===== src/rtl/bitcnt_pkg.sv =====
// rtl/bitcnt_pkg.sv - shared types and helpers for the sequential bit-count unit
package bitcnt_pkg;

  typedef enum logic [2:0] {
    FN_CLZ   = 3'b000,
    FN_CLZW  = 3'b001,
    FN_CTZ   = 3'b010,
    FN_CTZW  = 3'b011,
    FN_CPOP  = 3'b100,
    FN_CPOPW = 3'b101
  } func_t;

  typedef enum logic [1:0] {
    S_IDLE,
    S_BUSY,
    S_DONE
  } state_t;

  function automatic logic is_word(input logic [2:0] func);
    return (func == FN_CLZW) || (func == FN_CTZW) || (func == FN_CPOPW);
  endfunction

  function automatic logic is_clz(input logic [2:0] func);
    return (func == FN_CLZ) || (func == FN_CLZW);
  endfunction

  function automatic logic is_cpop(input logic [2:0] func);
    return (func == FN_CPOP) || (func == FN_CPOPW);
  endfunction

  function automatic logic is_reserved(input logic [2:0] func);
    return func[2:1] == 2'b11;
  endfunction

  // Counter must hold the full width itself (all-zero clz, all-ones cpop).
  function automatic int cnt_w(input int xlen);
    return $clog2(xlen) + 1;
  endfunction

endpackage


===== src/rtl/bitcnt_slice.sv =====
// rtl/bitcnt_slice.sv - popcount, trailing-zero count and any-one flag of one chunk
module bitcnt_slice #(
  parameter int CHUNK = 8,
  parameter int SW    = $clog2(CHUNK) + 1
) (
  input  logic [CHUNK-1:0] slice,
  output logic [SW-1:0]    pop,
  output logic [SW-1:0]    tz,
  output logic             has_one
);

  always_comb begin
    pop     = '0;
    tz      = '0;
    has_one = |slice;
    for (int i = 0; i < CHUNK; i++) begin
      pop = pop + SW'(slice[i]);
    end
    // Scan downward so the lowest set bit wins.
    for (int i = CHUNK - 1; i >= 0; i--) begin
      if (slice[i]) tz = SW'(i);
    end
  end

endmodule


===== src/rtl/bitcnt_seq.sv =====
// rtl/bitcnt_seq.sv - multi-cycle clz/ctz/cpop unit scanning CHUNK bits per cycle
module bitcnt_seq #(
  parameter int XLEN       = 64,
  parameter int CHUNK      = 8,
  parameter int EARLY_TERM = 1
) (
  input  logic            clock,
  input  logic            reset,
  input  logic            din_valid,
  output logic            din_ready,
  input  logic [XLEN-1:0] din_data,
  input  logic [2:0]      din_func,
  output logic            dout_valid,
  input  logic            dout_ready,
  output logic [XLEN-1:0] dout_data
);
  import bitcnt_pkg::*;

  localparam int CNT_W = cnt_w(XLEN);
  localparam int CL_W  = $clog2(XLEN / CHUNK) + 1;
  localparam int SW    = $clog2(CHUNK) + 1;
  localparam logic [CL_W-1:0] LEFT_FULL = CL_W'(XLEN / CHUNK);
  localparam logic [CL_W-1:0] LEFT_WORD = CL_W'(32 / CHUNK);

  state_t            state_q, state_d;
  logic [XLEN-1:0]   shreg_q, shreg_d;
  logic [CNT_W-1:0]  count_q, count_d;
  logic [CL_W-1:0]   left_q, left_d;
  logic              found_q, found_d;
  logic              cpop_q, cpop_d;

  logic [XLEN-1:0]   norm, rev_full;
  logic [31:0]       rev_word;
  logic [SW-1:0]     sl_pop, sl_tz;
  logic              sl_has_one;
  logic              accept;

  bitcnt_slice #(
    .CHUNK (CHUNK),
    .SW    (SW)
  ) u_slice (
    .slice   (shreg_q[CHUNK-1:0]),
    .pop     (sl_pop),
    .tz      (sl_tz),
    .has_one (sl_has_one)
  );

  assign din_ready  = !reset && ((state_q == S_IDLE) || ((state_q == S_DONE) && dout_ready));
  assign accept     = din_valid && din_ready;
  assign dout_valid = (state_q == S_DONE);
  assign dout_data  = dout_valid ? {{(XLEN - CNT_W){1'b0}}, count_q} : '0;

  // clz is turned into ctz by reversing the active field, so the datapath only scans LSB-first.
  always_comb begin
    rev_full = '0;
    rev_word = '0;
    norm     = '0;
    for (int i = 0; i < XLEN; i++) rev_full[i] = din_data[XLEN-1-i];
    for (int i = 0; i < 32; i++)   rev_word[i] = din_data[31-i];
    if (is_word(din_func)) begin
      norm[31:0] = is_clz(din_func) ? rev_word : din_data[31:0];
    end else begin
      norm = is_clz(din_func) ? rev_full : din_data;
    end
  end

  always_comb begin
    state_d = state_q;
    shreg_d = shreg_q;
    count_d = count_q;
    left_d  = left_q;
    found_d = found_q;
    cpop_d  = cpop_q;

    case (state_q)
      S_BUSY: begin
        if (cpop_q) begin
          count_d = count_q + CNT_W'(sl_pop);
        end else if (!found_q) begin
          if (sl_has_one) begin
            count_d = count_q + CNT_W'(sl_tz);
            found_d = 1'b1;
          end else begin
            count_d = count_q + CNT_W'(CHUNK);
          end
        end
        shreg_d = shreg_q >> CHUNK;
        left_d  = left_q - CL_W'(1);
        if ((left_q == CL_W'(1)) || (found_d && (EARLY_TERM != 0))) begin
          state_d = S_DONE;
        end
      end
      S_DONE: begin
        if (dout_ready) state_d = S_IDLE;
      end
      default: ;
    endcase

    // Accept may coincide with the result handoff out of DONE.
    if (accept) begin
      shreg_d = norm;
      count_d = '0;
      found_d = 1'b0;
      cpop_d  = is_cpop(din_func);
      left_d  = is_word(din_func) ? LEFT_WORD : LEFT_FULL;
      state_d = is_reserved(din_func) ? S_DONE : S_BUSY;
    end
  end

  always_ff @(posedge clock or posedge reset) begin
    if (reset) begin
      state_q <= S_IDLE;
      shreg_q <= '0;
      count_q <= '0;
      left_q  <= '0;
      found_q <= 1'b0;
      cpop_q  <= 1'b0;
    end else begin
      state_q <= state_d;
      shreg_q <= shreg_d;
      count_q <= count_d;
      left_q  <= left_d;
      found_q <= found_d;
      cpop_q  <= cpop_d;
    end
  end

endmodule


===== config.mk =====
export PLATFORM = sky130hd
export DESIGN_NAME = bitcnt_seq
export DESIGN_NICKNAME = d
export VERILOG_FILES = /design/src/rtl/bitcnt_pkg.sv /design/src/rtl/bitcnt_slice.sv /design/src/rtl/bitcnt_seq.sv
export SDC_FILE = /design/constraint.sdc
export NUM_CORES = 1
export LEC_CHECK = 0
export BUFFER_PORTS_ARGS = -buffer_cell sky130_fd_sc_hd__buf_2
export CORE_UTILIZATION = 30
export CTS_CLUSTER_SIZE = 40
export DETAILED_ROUTE_END_ITERATION = 6
export SLEW_MARGIN = 20
export SYNTH_ARGS = -nofsm -noshare
export SYNTH_HDL_FRONTEND = slang
export SYNTH_SLANG_ARGS = --single-unit
export TNS_END_PERCENT = 5

===== constraint.sdc =====
create_clock -name clock -period 5.1 [get_ports clock]
set_clock_uncertainty 0.05 [all_clocks]
set_input_delay 0.255 -clock clock [delete_from_list [all_inputs] [get_ports clock]]
set_output_delay 0.255 -clock clock [all_outputs]
set_load 0.02 [all_outputs]

# After elaboration in Yosys (flattened, before gate mapping)
# Index checks and enable logic that the tools add are counted.
[word_totals]
regBits = 79
inputBits = 71
out_inout_bits = 66
[classes]
addsub = 11
n_eq_ne = 11
n_mux = 34
n_reduce_logical = 17
[op_table]
columns = ["operator", "n"]
rows = [
  ["$mux 64", 3],
  ["$mux 32", 3],
  ["$mux 7", 6],
  ["$add 4x1->4", 6],
  ["$mux 3", 8],
  ["$add 7x4->7", 2],
  ["$mux 4", 3],
  ["$mux 2", 4],
  ["$reduce_or 8->1", 1],
  ["$add 7x4->7 const B", 1],
  ["$eq 3x3->1 const B", 2],
  ["$logic_or 1x1->1", 6],
  ["$mux 1", 6],
  ["$ne 3x1->1 const B", 2],
  ["$eq 2x2->1 const B", 2],
  ["$eq 4x1->1 const B", 1],
  ["$pmux 2 s2", 1],
  ["$sub 4x1->4 const B", 1],
  ["$eq 3x1->1 const B", 1],
  ["$eq 3x2->1 const B", 1],
  ["$logic_and 1x1->1", 3],
  ["$logic_not 3->1", 1],
  ["$ne 3x3->1 const B", 1],
  ["$reduce_and 3->1", 1],
  ["7 further kinds", 7],
]

# Longest topological paths before layout
[depth]
ltp_word = 14
ltp_mapped = 15

# Hierarchy
# From an unflattened synthesis, not the netlist that was laid out.
[hier_totals]
cells_unflattened = 647
hier_area_um2 = 5644.2
[modules_own_cells]
columns = ["mod", "n_inst", "cells_each", "area_per_inst_um2", "seq_area_each_um2"]
rows = [
  ["bitcnt_seq", 1, 610, 5358.9, 1976.9],
  ["bitcnt_slice", 1, 37, 285.3, 0.0],
]

# Worst setup path before layout
# OpenSTA, ideal clock, no wires.
[synth_path]
path_type = "register to register"
startpoint = "register shreg_q[0]"
endpoint = "register count_q[4]"
t_arrival_ps = 3685
required_time_ps = 4964
setup_slack_ps = 1279
path_stages_with_launch = 15
n_path_buf = 0
cell_sequence = "dfrtp_1 > inv_1 > ha_1 > inv_1 > fa_1 > fa_1 > fa_1 > fa_1 > inv_1 > fa_1 > nand3_1 > and4b_1 > a21oi_4 > and3_1 > nor3_1"
[synth_between]
elab_chain_len = 11
[synth_lines]
columns = ["element", "line", "text"]
rows = [
  ["from (decl)", "bitcnt_seq.sv:26", "logic [XLEN-1:0] shreg_q, shreg_d;"],
  ["from (signal assigned)", "bitcnt_seq.sv:120", "shreg_q <= shreg_d;"],
  ["$add 1x1->2", "bitcnt_slice.sv:17", "pop = pop + SW'(slice[i]);"],
  ["$add 4x1->4 (6 in series)", "bitcnt_slice.sv:17", ""],
  ["$add 7x4->7", "bitcnt_seq.sv:78", "count_d = count_q + CNT_W'(sl_pop);"],
  ["$mux 7 *", "bitcnt_seq.sv:77", "if (cpop_q) begin"],
  ["$mux 7 *", "bitcnt_seq.sv:75", "case (state_q)"],
  ["$mux 7 *", "bitcnt_seq.sv:100", "if (accept) begin"],
  ["to (signal assigned)", "bitcnt_seq.sv:121", "count_q <= count_d;"],
  ["to (decl)", "bitcnt_seq.sv:27", "logic [CNT_W-1:0] count_q, count_d;"],
]
# Mark *: on every way between the ends. The rest lies on a longest branch, timed or not. The select of a mux whose other input is x is not followed.
# A chain may end at the register's enable or synchronous reset.

# Worst setup path in the final report
# Same ends and word-level chain as after synthesis.

==> summary.md <==
| Metric | Value |
|---|---|
| Result of the run | `finished clean` |
| Horizontal extent of the die | `about 140 um` |
| Largest area contributor in the synthesized netlist | `dfrtp_1` |
| Total area of sequential cells | `about 2000 um2` |
| Remaining routing DRC violations | `0` |
| Design internal power | `1.89 mW` |
| Final HPWL DP | `approximately 9 mm` |
| Pin slew with the least headroom to its limit | `1030 ps` |
| Number of vias in the routed layout | `4175` |
| Slew Limit Headroom | `31.5%` |
| Mean instance size in the synthesized netlist | `~9.4 um2` |
| Top flip-flop cell by instance count after synthesis | `dfrtp_1` |
| Post-synth top area share | `36.5%` |
| Row cnt | `48` |
| Initial antenna violation count | `0` |
| Remaining antenna violation count | `0` |
| Type of origin of the critical path | `flip-flop` |
| Number of clock sinks | `a little under 80` |
| Clock group share of total power | `between 20 and 25%` |
| Starting DRT DRC Count | `approximately 260` |
| Maximum number of pins on one net before global-route repair | `80` |
| Area used by multi-input combinational logic | `roughly 3000 um2` |
| Worst-case clock buffer depth | `2` |
| Flip-flop and latch count after synthesis | `approximately 80` |
| Portion of total power attributed to combinational logic | `between 40% and 50%` |
| CTS buffer count | `9` |
| Reg clk slew, reported paths | `roughly 60 ps` |
| Worst Setup Path Type | `flip-flop to flip-flop` |
| Top post-synthesis cells by area | `dfrtp_1 (37%), mux2i_1 (16%), buf_4 (7.9%), o21ai_0 (6.9%), a22oi_1 (4.9%)` |
| Most used standard cells in the synthesized netlist | `mux2i_1 (89), dfrtp_1 (79), o21ai_0 (75)` |
| Overall power after layout | `~3.1 mW` |
| Maximum clock frequency | `~0.25 GHz` |
| Via count of the first global-routing pass | `3886` |
| Crit path capture type | `flip-flop` |
| Number of hold violations in the final report | `0` |
| Share of the cycle needed by the critical path after routing | `between 70 and 80%` |
| Global-route wire length before repair | `between 20 and 25 mm` |
| Total length of routed wires | `between 10 and 15 mm` |
| Final max-slew violation count | `0` |
| Final setup TNS | `0 ps` |
| Clk Tree Root Cell | `clkbuf_16` |
| # setup viols final | `0` |
| Count of different cell masters after synthesis | `50` |
| PwrDens | `about 500 nW/um2` |
| Max Fanout on Critical Path | `6` |
| Share of layout cells above drive strength 1 | `approximately 18%` |
| Worst Path Arrival | `between 4000 and 5000 ps` |
| Sequential share of power | `35.2%` |
| Cell count after synthesis | `576` |
| Reported max-cap violation count | `0` |
| Detailed-route vias per instance | `4.83` |
| Portion of the post-synthesis area used by sequential elements | `a little over a third` |
| Placeable core region | `between 15000 and 20000 um2` |
| Final weighted congestion of routability-driven global placement | `just over 0.8` |
| Hold Buf Count CTS | `0` |
| Overflow left after global routing | `0` |
| Number of antenna diodes | `0` |
| Global Route Usage Sum | `approximately 14%` |
| Yosys Warn Count | `0` |
| Post-route cell area | `around 6000 um2` |
| TritonRoute pass-1 iters | `4` |
| Number of enable-type register cells in the synthesized netlist | `0` |
| Switching power of the nets | `1.24 mW` |
| WL per Instance | `14.5 um` |
| IR Drop Worst-Case VDD | `between 0.0002 and 0.00025 V` |
| # Post-CTS Setup Buffers | `0` |
| Most common cell in the synthesized netlist | `mux2i_1` |
| Asr flop ratio synth | `100%` |
| Die area | `~19000 um2` |
| Post-layout minimum cycle time | `4030 ps` |
| Required time at the endpoint of the critical path | `roughly 5300 ps` |
| Placed Area | `5790 um2` |
| Hold WC Path Type | `input port to asynchronous set/reset pin` |
| Area of the mapped netlist | `between 5000 and 6000 um2` |
| Sw frac | `between 30% and 40%` |
| CTS tree | `done` |
| Number of gates resized after cts | `0` |
| Leakage | `between 3 and 4 nW` |
| Number of placed I/O pins | `137` |
| H-tree Lvls | `3` |
| Die boundary height | `roughly 140 um` |
| Count of input and output buffers | `79` |
| Layout area overhead | `12.4%` |
| Starting utilization of the core area | `a little under a third` |
| Filler cell count in the final layout | `between 1500 and 2000` |
| NumNets Final | `about 730` |
| Source-to-sink clock delay at the later pin of the worst-skew pair | `between 300 and 400 ps` |
| Setup repair after global routing missed its margin | `no` |
[power groups by stage]
stage          Sequential (mW)  Clock, mW  Combinational, mW
2_1_floorplan             1.03          0               1.16
3_3_place_gp              1.11          0               1.36
3_5_place_dp              1.11          0               1.40
4_1_cts                   1.10      0.647               1.41
5_1_grt                   1.14      0.676               1.59
6_report                  1.10      0.638               1.39
[area by class of cell]
type,instances,share of cell area (%)
Clock buffer,12,4.05
Clock inverter,4,0.740
Inverter,20,1.23
Multi-Input combinational cell,439,49.4
Sequential cell,79,32.5
Tap cell,225,4.63
Timing Repair Buffer,86,7.42
[per-layer routing]
metal / global-route usage, % / wire length [um] / vias up
met4: 4.38 / 173 / 0
met1: 20.6 / 6380 / 1981
met2: 20.9 / 5580 / 99
li1: - / - / 2083
met3: 2.09 / 388 / 12
met5: 0 / 0 / -
[worst paths after layout]
kind	slack, ps	end	depth (start not counted)	from
worst max-delay path	1070	count_q[4]$_DFFE_PP0P_	14	shreg_q[0]$_DFFE_PP0P_
worst min-delay path	80	count_q[6]$_DFFE_PP0P_	3	reset
worst max register to register	1070	count_q[4]$_DFFE_PP0P_	14	shreg_q[0]$_DFFE_PP0P_
min in group clock	180	shreg_q[56]$_DFFE_PP0P_	3	din_data[56]
worst min register to register	440	shreg_q[63]$_DFFE_PP0P_	2	shreg_q[63]$_DFFE_PP0P_
max in group asynchronous	4380	shreg_q[21]$_DFFE_PP0P_	3	reset
[state kept, by name (all words and copies together), names as in the netlist]
register	cells
shreg_q	64
count_q	7
left_q	4
state_q	2
cpop_q	1
found_q	1
[metrics by stage]
step | util (%) | cells | hold slack (ps) | setup WS [ps]
6_report | 34.8 | 865 | 83.1 | 1070
5_1_grt | 34.8 | 865 | 193 | 876
4_1_cts | 34.8 | 865 | 168 | 1060
3_5_place_dp | 33.1 | 849 | 425 | 1080
3_3_place_gp | 33.1 | 849 | 419 | 1140
2_1_floorplan | - | 632 | 352 | 1280
[worst max-delay path, cell delays in order (launching register included)]
cell	delay, ps
dfrtp_1	440
inv_1	80
ha_1	280
inv_1	50
fa_1	500
fa_1	430
fa_1	420
fa_1	490
inv_1	60
fa_1	420
nand3_1	100
and4b_1	230
a21oi_4	50
and3_1	190
nor3_1	170
[cell usage in the layout, fill, tap and decap left out, types with 3 or more instances in the layout]
| cell | count |
|---|---|
| o21ai_0 | 75 |
| a21oi_1 | 7 |
| buf_2 | 79 |
| o2bb2ai_1 | 3 |
| a22oi_1 | 35 |
| nand3_1 | 3 |
| clkbuf_16 | 9 |
| conb_1 | 57 |
| xor2_1 | 4 |
| a21o_1 | 3 |
| nor2_1 | 7 |
| fa_1 | 6 |
| clkinv_2 | 3 |
| inv_1 | 19 |
| a211oi_1 | 3 |
| o22ai_1 | 25 |
| o21ai_1 | 8 |
| buf_4 | 6 |
| a31oi_1 | 4 |
| ha_1 | 15 |
| and2_1 | 8 |
| dfrtp_1 | 79 |
| nand2_1 | 54 |
| mux2i_1 | 89 |
| and3_1 | 3 |
[cells by family after synthesis]
group,synth area share (%)
buffers and inverters,12.3
AOI/OAI and AO/OA,19.8
and+or+nand+nor,8.39
xor gates and xnor gates,0.809
DFF,36.5
other,0.0692
adders and majority gates,5.68
muxes,16.5
Power figures use the tool's default switching activity.
